## config.mk

```make
export PLATFORM = sky130hd
export DESIGN_NAME = delivery_event_sequencer_flat
export DESIGN_NICKNAME = d
export VERILOG_FILES = /design/src/rtl/delivery_event_sequencer_pkg.sv /design/src/rtl/delivery_event_sequencer_if.sv /design/src/rtl/delivery_event_sequencer_pulse_gap_timer.sv /design/src/rtl/delivery_event_sequencer.sv /design/src/flat_wrapper.sv
export SDC_FILE = /design/constraint.sdc
export NUM_CORES = 1
export LEC_CHECK = 0
export BUFFER_PORTS_ARGS = -buffer_cell sky130_fd_sc_hd__buf_4
export CORE_MARGIN = 4
export CORE_UTILIZATION = 50
export CTS_CLUSTER_DIAMETER = 100
export DETAILED_ROUTE_END_ITERATION = 10
export GPL_TIMING_DRIVEN = 1
export PLACE_DENSITY = 0.74
export SETUP_SLACK_MARGIN = 0.2
export SLEW_MARGIN = 10
export SYNTH_ARGS = -nofsm -noshare
export SYNTH_HDL_FRONTEND = slang
export SYNTH_SLANG_ARGS = --single-unit
```

## constraint.sdc

```tcl
create_clock -name clk -period 8.15 [get_ports clk]
set_input_delay 0.4075 -clock clk [delete_from_list [all_inputs] [get_ports clk]]
set_output_delay 0.4075 -clock clk [all_outputs]
set_load 0.05 [all_outputs]
```

## src/rtl/delivery_event_sequencer_pkg.sv

```systemverilog
// Shared types and constants for the cricket delivery event sequencer.
// Holds delivery-type and sequencer-state enums plus the run-clamp helper.
package cric_pkg;

    typedef enum logic [1:0] {
        LEGAL  = 2'b00,
        WIDE   = 2'b01,
        NOBALL = 2'b10,
        BYE    = 2'b11
    } extra_t;

    typedef enum logic [2:0] {
        IDLE,
        RUN,
        BALL,
        WKT,
        GAP,
        FIN
    } seq_state_t;

    typedef struct packed {
        logic wkt;
        logic ball;
        logic run;
    } pulse_t;

    localparam int BALLS_PER_OVER    = 6;
    localparam int MAX_RUNS_PER_BALL = 6;

    function automatic logic [2:0] clamp_runs(input logic [2:0] runs);
        return (int'(runs) > MAX_RUNS_PER_BALL) ? 3'(MAX_RUNS_PER_BALL) : runs;
    endfunction

    // Wides and no-balls add a penalty run and do not count as a ball.
    function automatic logic is_free_ball(input extra_t ex);
        return (ex == WIDE) || (ex == NOBALL);
    endfunction

endpackage

```

## src/rtl/delivery_event_sequencer_if.sv

```systemverilog
// Delivery event handshake and increment-pulse bundle between the event
// source (master) and the sequencer (slave).
interface delivery_event_sequencer_if;
    import cric_pkg::*;

    logic       ev_valid;
    logic       ev_ready;
    logic [2:0] ev_runs;
    extra_t     ev_extra;
    logic       ev_wkt;
    logic       inc_run;
    logic       inc_ball;
    logic       inc_wkt;
    logic       busy;
    logic       innings_done;

    modport master (
        output ev_valid, ev_runs, ev_extra, ev_wkt,
        input  ev_ready, inc_run, inc_ball, inc_wkt, busy, innings_done
    );

    modport slave (
        input  ev_valid, ev_runs, ev_extra, ev_wkt,
        output ev_ready, inc_run, inc_ball, inc_wkt, busy, innings_done
    );

endinterface

```

## src/rtl/delivery_event_sequencer_pulse_gap_timer.sv

```systemverilog
// Emits a registered one-hot pulse on request, then keeps done low until
// GAP quiet cycles have elapsed (done is high in the last quiet cycle).
module pulse_gap_timer #(
    parameter int GAP = 1
) (
    input  logic       clk,
    input  logic       rst_n,
    input  logic       fire_i,
    input  logic [2:0] sel_i,
    output logic [2:0] pulse_o,
    output logic       done_o
);

    localparam int GW = (GAP < 1) ? 1 : $clog2(GAP + 1);

    logic [GW-1:0] gap_q;
    logic [GW-1:0] gap_d;
    logic [2:0]    pulse_q;

    always_comb begin
        gap_d = gap_q;
        if (fire_i) begin
            gap_d = GW'(GAP);
        end else if (gap_q != '0) begin
            gap_d = gap_q - GW'(1);
        end
    end

    always_ff @(posedge clk or negedge rst_n) begin
        if (!rst_n) begin
            gap_q   <= '0;
            pulse_q <= '0;
        end else begin
            gap_q   <= gap_d;
            pulse_q <= fire_i ? sel_i : 3'b000;
        end
    end

    assign pulse_o = pulse_q;
    assign done_o  = (gap_q == '0);

endmodule

```

## src/rtl/delivery_event_sequencer.sv

```systemverilog
// Expands one accepted delivery into spaced run/ball/wicket increment pulses
// and tracks balls, overs and wickets to close the innings at its limits.
module delivery_event_sequencer #(
    parameter int MAX_OVERS = 20,
    parameter int MAX_WKTS  = 10,
    parameter int GAP       = 1
) (
    input logic                      clk,
    input logic                      rst_n,
    delivery_event_sequencer_if.slave bus
);
    import cric_pkg::*;

    localparam int OW = $clog2(MAX_OVERS + 1);
    localparam int WW = $clog2(MAX_WKTS + 1);
    localparam int BW = $clog2(BALLS_PER_OVER);
    localparam int RW = $clog2(MAX_RUNS_PER_BALL + 2);

    seq_state_t    state_q;
    seq_state_t    pick_state;
    logic [RW-1:0] runs_q, src_runs, runs_nx;
    logic          ball_pend_q, wkt_pend_q;
    logic          src_ball, src_wkt, ball_nx, wkt_nx;
    logic          legal_q, wkt_evt_q;
    logic [BW-1:0] bio_q, bio_d;
    logic [OW-1:0] overs_q, overs_d;
    logic [WW-1:0] wkts_q, wkts_d;
    logic          limit_d;
    logic          done_q, ready_q, busy_q;
    logic          accept, step, fire, timer_done, ev_legal;
    pulse_t        sel, pulses;

    // Pick the next pulse either from a fresh event or from what is still pending.
    always_comb begin
        accept   = bus.ev_valid && ready_q;
        ev_legal = !is_free_ball(bus.ev_extra);
        step     = accept || ((state_q == cric_pkg::GAP) && timer_done);

        if (accept) begin
            src_runs = RW'(clamp_runs(bus.ev_runs)) + RW'(!ev_legal);
            src_ball = ev_legal;
            src_wkt  = bus.ev_wkt;
        end else begin
            src_runs = runs_q;
            src_ball = ball_pend_q;
            src_wkt  = wkt_pend_q;
        end

        pick_state = FIN;
        sel        = '0;
        if (src_runs != '0) begin
            pick_state = RUN;
            sel.run    = 1'b1;
        end else if (src_ball) begin
            pick_state = BALL;
            sel.ball   = 1'b1;
        end else if (src_wkt) begin
            pick_state = WKT;
            sel.wkt    = 1'b1;
        end

        fire    = step && (pick_state != FIN);
        runs_nx = (pick_state == RUN) ? (src_runs - RW'(1)) : src_runs;
        ball_nx = src_ball && (pick_state != BALL);
        wkt_nx  = src_wkt && (pick_state != WKT);
    end

    always_comb begin
        bio_d   = bio_q;
        overs_d = overs_q;
        wkts_d  = wkts_q;
        if (legal_q) begin
            if (bio_q == BW'(BALLS_PER_OVER - 1)) begin
                bio_d   = '0;
                overs_d = overs_q + OW'(1);
            end else begin
                bio_d = bio_q + BW'(1);
            end
        end
        if (wkt_evt_q) begin
            wkts_d = wkts_q + WW'(1);
        end
        limit_d = (int'(wkts_d) >= MAX_WKTS) || (int'(overs_d) >= MAX_OVERS);
    end

    pulse_gap_timer #(
        .GAP(GAP)
    ) u_timer (
        .clk    (clk),
        .rst_n  (rst_n),
        .fire_i (fire),
        .sel_i  (sel),
        .pulse_o(pulses),
        .done_o (timer_done)
    );

    // FIN doubles as an accept slot, so back-to-back events lose no cycle.
    always_ff @(posedge clk or negedge rst_n) begin
        if (!rst_n) begin
            state_q     <= IDLE;
            runs_q      <= '0;
            ball_pend_q <= 1'b0;
            wkt_pend_q  <= 1'b0;
            legal_q     <= 1'b0;
            wkt_evt_q   <= 1'b0;
            bio_q       <= '0;
            overs_q     <= '0;
            wkts_q      <= '0;
            done_q      <= 1'b0;
            ready_q     <= 1'b1;
            busy_q      <= 1'b0;
        end else begin
            case (state_q)
                IDLE, FIN: begin
                    if (accept) begin
                        state_q     <= pick_state;
                        runs_q      <= runs_nx;
                        ball_pend_q <= ball_nx;
                        wkt_pend_q  <= wkt_nx;
                        legal_q     <= ev_legal;
                        wkt_evt_q   <= bus.ev_wkt;
                        ready_q     <= 1'b0;
                        busy_q      <= 1'b1;
                    end else begin
                        state_q <= IDLE;
                        busy_q  <= 1'b0;
                    end
                end
                RUN, BALL, WKT: begin
                    state_q <= cric_pkg::GAP;
                end
                cric_pkg::GAP: begin
                    if (timer_done) begin
                        if (fire) begin
                            state_q     <= pick_state;
                            runs_q      <= runs_nx;
                            ball_pend_q <= ball_nx;
                            wkt_pend_q  <= wkt_nx;
                        end else begin
                            state_q <= FIN;
                            bio_q   <= bio_d;
                            overs_q <= overs_d;
                            wkts_q  <= wkts_d;
                            done_q  <= limit_d;
                            ready_q <= !limit_d;
                        end
                    end
                end
                default: begin
                    state_q <= IDLE;
                end
            endcase
        end
    end

    assign bus.ev_ready     = ready_q;
    assign bus.busy         = busy_q;
    assign bus.innings_done = done_q;
    assign bus.inc_run      = pulses.run;
    assign bus.inc_ball     = pulses.ball;
    assign bus.inc_wkt      = pulses.wkt;

endmodule

```

## src/flat_wrapper.sv

```systemverilog
// flat-port wrapper written by rule: the top's interface ports become plain ports
module delivery_event_sequencer_flat import cric_pkg::*;
#(
    parameter int MAX_OVERS = 20,
    parameter int MAX_WKTS  = 10,
    parameter int GAP       = 1
)
  (clk, rst_n, bus_ev_valid, bus_ev_runs, bus_ev_extra, bus_ev_wkt, bus_ev_ready, bus_inc_run, bus_inc_ball, bus_inc_wkt, bus_busy, bus_innings_done);
  delivery_event_sequencer_if bus_i ();
  input logic clk;
  input logic rst_n;
  input wire logic [$bits(bus_i.ev_valid)-1:0] bus_ev_valid;
  input wire logic [$bits(bus_i.ev_runs)-1:0] bus_ev_runs;
  input wire logic [$bits(bus_i.ev_extra)-1:0] bus_ev_extra;
  input wire logic [$bits(bus_i.ev_wkt)-1:0] bus_ev_wkt;
  output wire logic [$bits(bus_i.ev_ready)-1:0] bus_ev_ready;
  output wire logic [$bits(bus_i.inc_run)-1:0] bus_inc_run;
  output wire logic [$bits(bus_i.inc_ball)-1:0] bus_inc_ball;
  output wire logic [$bits(bus_i.inc_wkt)-1:0] bus_inc_wkt;
  output wire logic [$bits(bus_i.busy)-1:0] bus_busy;
  output wire logic [$bits(bus_i.innings_done)-1:0] bus_innings_done;
  assign bus_i.ev_valid = bus_ev_valid;
  assign bus_i.ev_runs = bus_ev_runs;
  assign bus_i.ev_extra = bus_ev_extra;
  assign bus_i.ev_wkt = bus_ev_wkt;
  assign bus_ev_ready = bus_i.ev_ready;
  assign bus_inc_run = bus_i.inc_run;
  assign bus_inc_ball = bus_i.inc_ball;
  assign bus_inc_wkt = bus_i.inc_wkt;
  assign bus_busy = bus_i.busy;
  assign bus_innings_done = bus_i.innings_done;
  delivery_event_sequencer #(.MAX_OVERS(MAX_OVERS), .MAX_WKTS(MAX_WKTS), .GAP(GAP)) u_core (.clk(clk), .rst_n(rst_n), .bus(bus_i));
endmodule
```

==> results_dict.tcl <==
set metrics [dict create \
    maxSlewViolCount 0 \
    die_x_um 65.1 \
    rows 20 \
    path_buf_inv 0 \
    worstSetupPathType "reg2reg" \
    async_flop_share_pct 100 \
    grt_pass1_vias 1244 \
    leakagePower_nw 0.838 \
    cts_hold_buffers 1 \
    ios 15 \
    syn_avg_cell_area_sq_um 10.4 \
    cp_top_family "simple AND/OR/NAND/NOR gates" \
    ys.warnings.count 0 \
    synth_top_area_share_pct 43.0 \
    fin_crit_sh_pct 39.0 \
    cts_setup_buffers 0 \
    drv_cap 0 \
    use_met2_pct 31.2 \
    ys_types 52 \
    yosys-top-cells-area "dfrtp_1, xnor2_1, ha_1" \
    place_congestion 0.885 \
    seq_area_frac_synth_pct 44.6 \
    cts_resized 0 \
    rrSetupSlack_ns 4.97 \
    cp_cell_sequence "and2_4 -> mux2i_1 -> ha_1 -> and3_1 -> a22o_1 -> and4_1 -> and2_1 -> mux2_4" \
    post_drt_via_cell_ratio 5.58 \
    hold_class "in2reg" \
    antenna_cells 0 \
    worstPathMaxFanout 11 \
    drt-total-wl_um 3160 \
    dieArea_sq_mm 0.00424 \
    clock_latency_ns 0.33 \
    outcome "completed" \
    cts_tree "done" \
    nNetsFinal 186 \
    core_sq_mm 0.00308 \
    p_per_area_mw_per_mm2 152 \
    drt_pass1_iterations 4 \
    synth_area_sq_mm 0.00163 \
    syn_to_final_growth_pct 12.5 \
    cp-start-kind "register" \
    grt_busiest_layer "met2" \
    clk_pin_slew_ns 0.10 \
    layout_min_cycle_time_ns 3.18 \
    worst_pin_slew_ns 0.449 \
    cts_sinks 29 \
    nFillCells 250 \
    syn_inst 157 \
    io_buffers 14 \
    grt_max_degree 30 \
    use_met3_pct 5.37 \
    drc 0 \
    crit_path_end_kind "register" \
    use_met1_pct 18.0 \
    synth_edf_count 0 \
    hold_ws_ns 0.321 \
    slew_headroom_pct 69.4 \
    finalSetupTns_ns 0 \
    yosys_most_used_dff "dfrtp_1" \
    power.total_mw 0.279 \
    fmax_ghz 0.314 \
    avgRoutedWirePerCell_um 14.6 \
    pre_cts_slack_ns 4.69 \
    multiInputGateArea_sq_um 836 \
    antenna_left 0 \
    drive_above_1_share_pct 17.4 \
    track_usage_pct 17.2 \
    ys_ff_latch 29 \
    rsz0062_at_grt "no" \
    grt_pass1_wl_um 5440 \
    first_iter_violations 72 \
    clock-skew-final_ns 0.0107 \
    grt-ovfl-total 0 \
    syn_nets 172 \
    seqCellArea_sq_um 727 \
    cp.required_ns 8.37 \
    setup_viol 0 \
    postLayoutCoreUtil_pct 59.6 \
    antenna_found_initial 0 \
    htreeDepth 2 \
    vias 1205 \
    dpl.hpwl_um 2350 \
    cts_buffers 5 \
    ir_drop_mv 0.158 \
    clockBufferDepth 2 \
    cp_data_arrival_time_ns 3.40 \
    layout_setup_ws_ns 4.97 \
    start_util_pct 52.9 \
    yosysTopAreaCell "dfrtp_1" \
    critPathSlowestCell "dfstp_2" \
    finalHoldViolCount 0 \
    cts_root_buffer "clkbuf_4" \
    die_y_um 65.1 \
    cpPeakStageDelay_ns 0.59 \
]
per-layer routing:
layer,vias up,wire [um]
met5,-,0
met4,0,38
met3,6,122
met2,27,1680
met1,587,1310
li1,585,-
cell usage after synthesis (all sizes together), types with 3 or more instances:
cell    number
dfrtp       28
clkbuf       3
xnor2       11
nor2b        3
nor2         9
buf          5
nor3         4
inv          4
o21ai        7
mux2         5
nand3        3
a21oi        6
nand2       20
ha           6
mux2i        4
layout by cell type, fill, tap and decap left out, types with 3 or more instances in the layout:
master     n
dfrtp_1   28
nand2_1   20
buf_4     14
xnor2_1   11
nor2_1     9
a21oi_1    6
ha_1       6
clkbuf_4   5
inv_1      4
nor3_1     4
o21ai_0    4
nor2b_1    3
nand3_1    3
mux2_1     3
o21ai_1    3
worst register-to-register path: stages, from the launching register on:
cell	delay, ns
dfstp_2	0.59
and2_4	0.26
mux2i_1	0.38
ha_1	0.26
and3_1	0.16
a22o_1	0.37
and4_1	0.44
and2_1	0.29
mux2_4	0.32
cell type report:
type	count	area share, %
multi-input cells	116	45.6
flip-flops and latches	29	39.7
repair buffers	15	6.28
clock buffers	7	3.00
well taps	44	3.00
clock inverters	1	1.64
inverters	4	0.819
flip-flops by register name, summed over array words and instances, names as in the netlist:
name                     flops
u_core.ball_pend_q           1
u_core.bio_q                 3
u_core.bus.busy              1
u_core.bus.ev_ready          1
u_core.bus.innings_done      1
u_core.legal_q               1
u_core.overs_q               5
u_core.runs_q                3
u_core.state_q               3
u_core.u_timer.gap_q         1
u_core.u_timer.pulse_o       3
u_core.wkt_evt_q             1
u_core.wkt_pend_q            1
u_core.wkts_q                4
kinds of logic (layout without fill, tap and decap cells):
family | Yosys count | after routing | share of synthesized area (%)
compound gates | 32 | 32 | 14.6
xor+xnor | 13 | 13 | 6.99
fa+ha+maj | 6 | 6 | 4.61
buf+inv | 12 | 27 | 4.07
flops | 29 | 29 | 44.6
mux | 9 | 9 | 7.14
simple gates | 56 | 56 | 18.0
report_power, final:
part	total (mW)	switching [mW]	internal, mW
Clock	0.125	0.0521	0.0732
Combinational	0.00992	0.00555	0.00437
Sequential	0.144	0	0.144
Total	0.279	0.0577	0.221
through the flow:
step	instance area [sq um]	cells
finish	1830	216
global placement	1740	207
global route	1830	216
CTS	1830	216
floorplan	1630	157
detailed placement	1740	207
final timing paths:
kind	start	to	cells after the start
setup reg to reg	u_core.bus.ev_ready	u_core.overs_q[1]	8
hold / removal	bus_ev_wkt	u_core.wkt_evt_q	3
setup / recovery	u_core.bus.ev_ready	u_core.overs_q[1]	8
hold reg to reg	u_core.runs_q[0]	u_core.runs_q[0]	2
min in group asynchronous	rst_n	u_core.wkts_q[0]	2
max in group asynchronous	rst_n	u_core.bus.ev_ready	2
No activity file was read; power rests on OpenSTA's default activity.
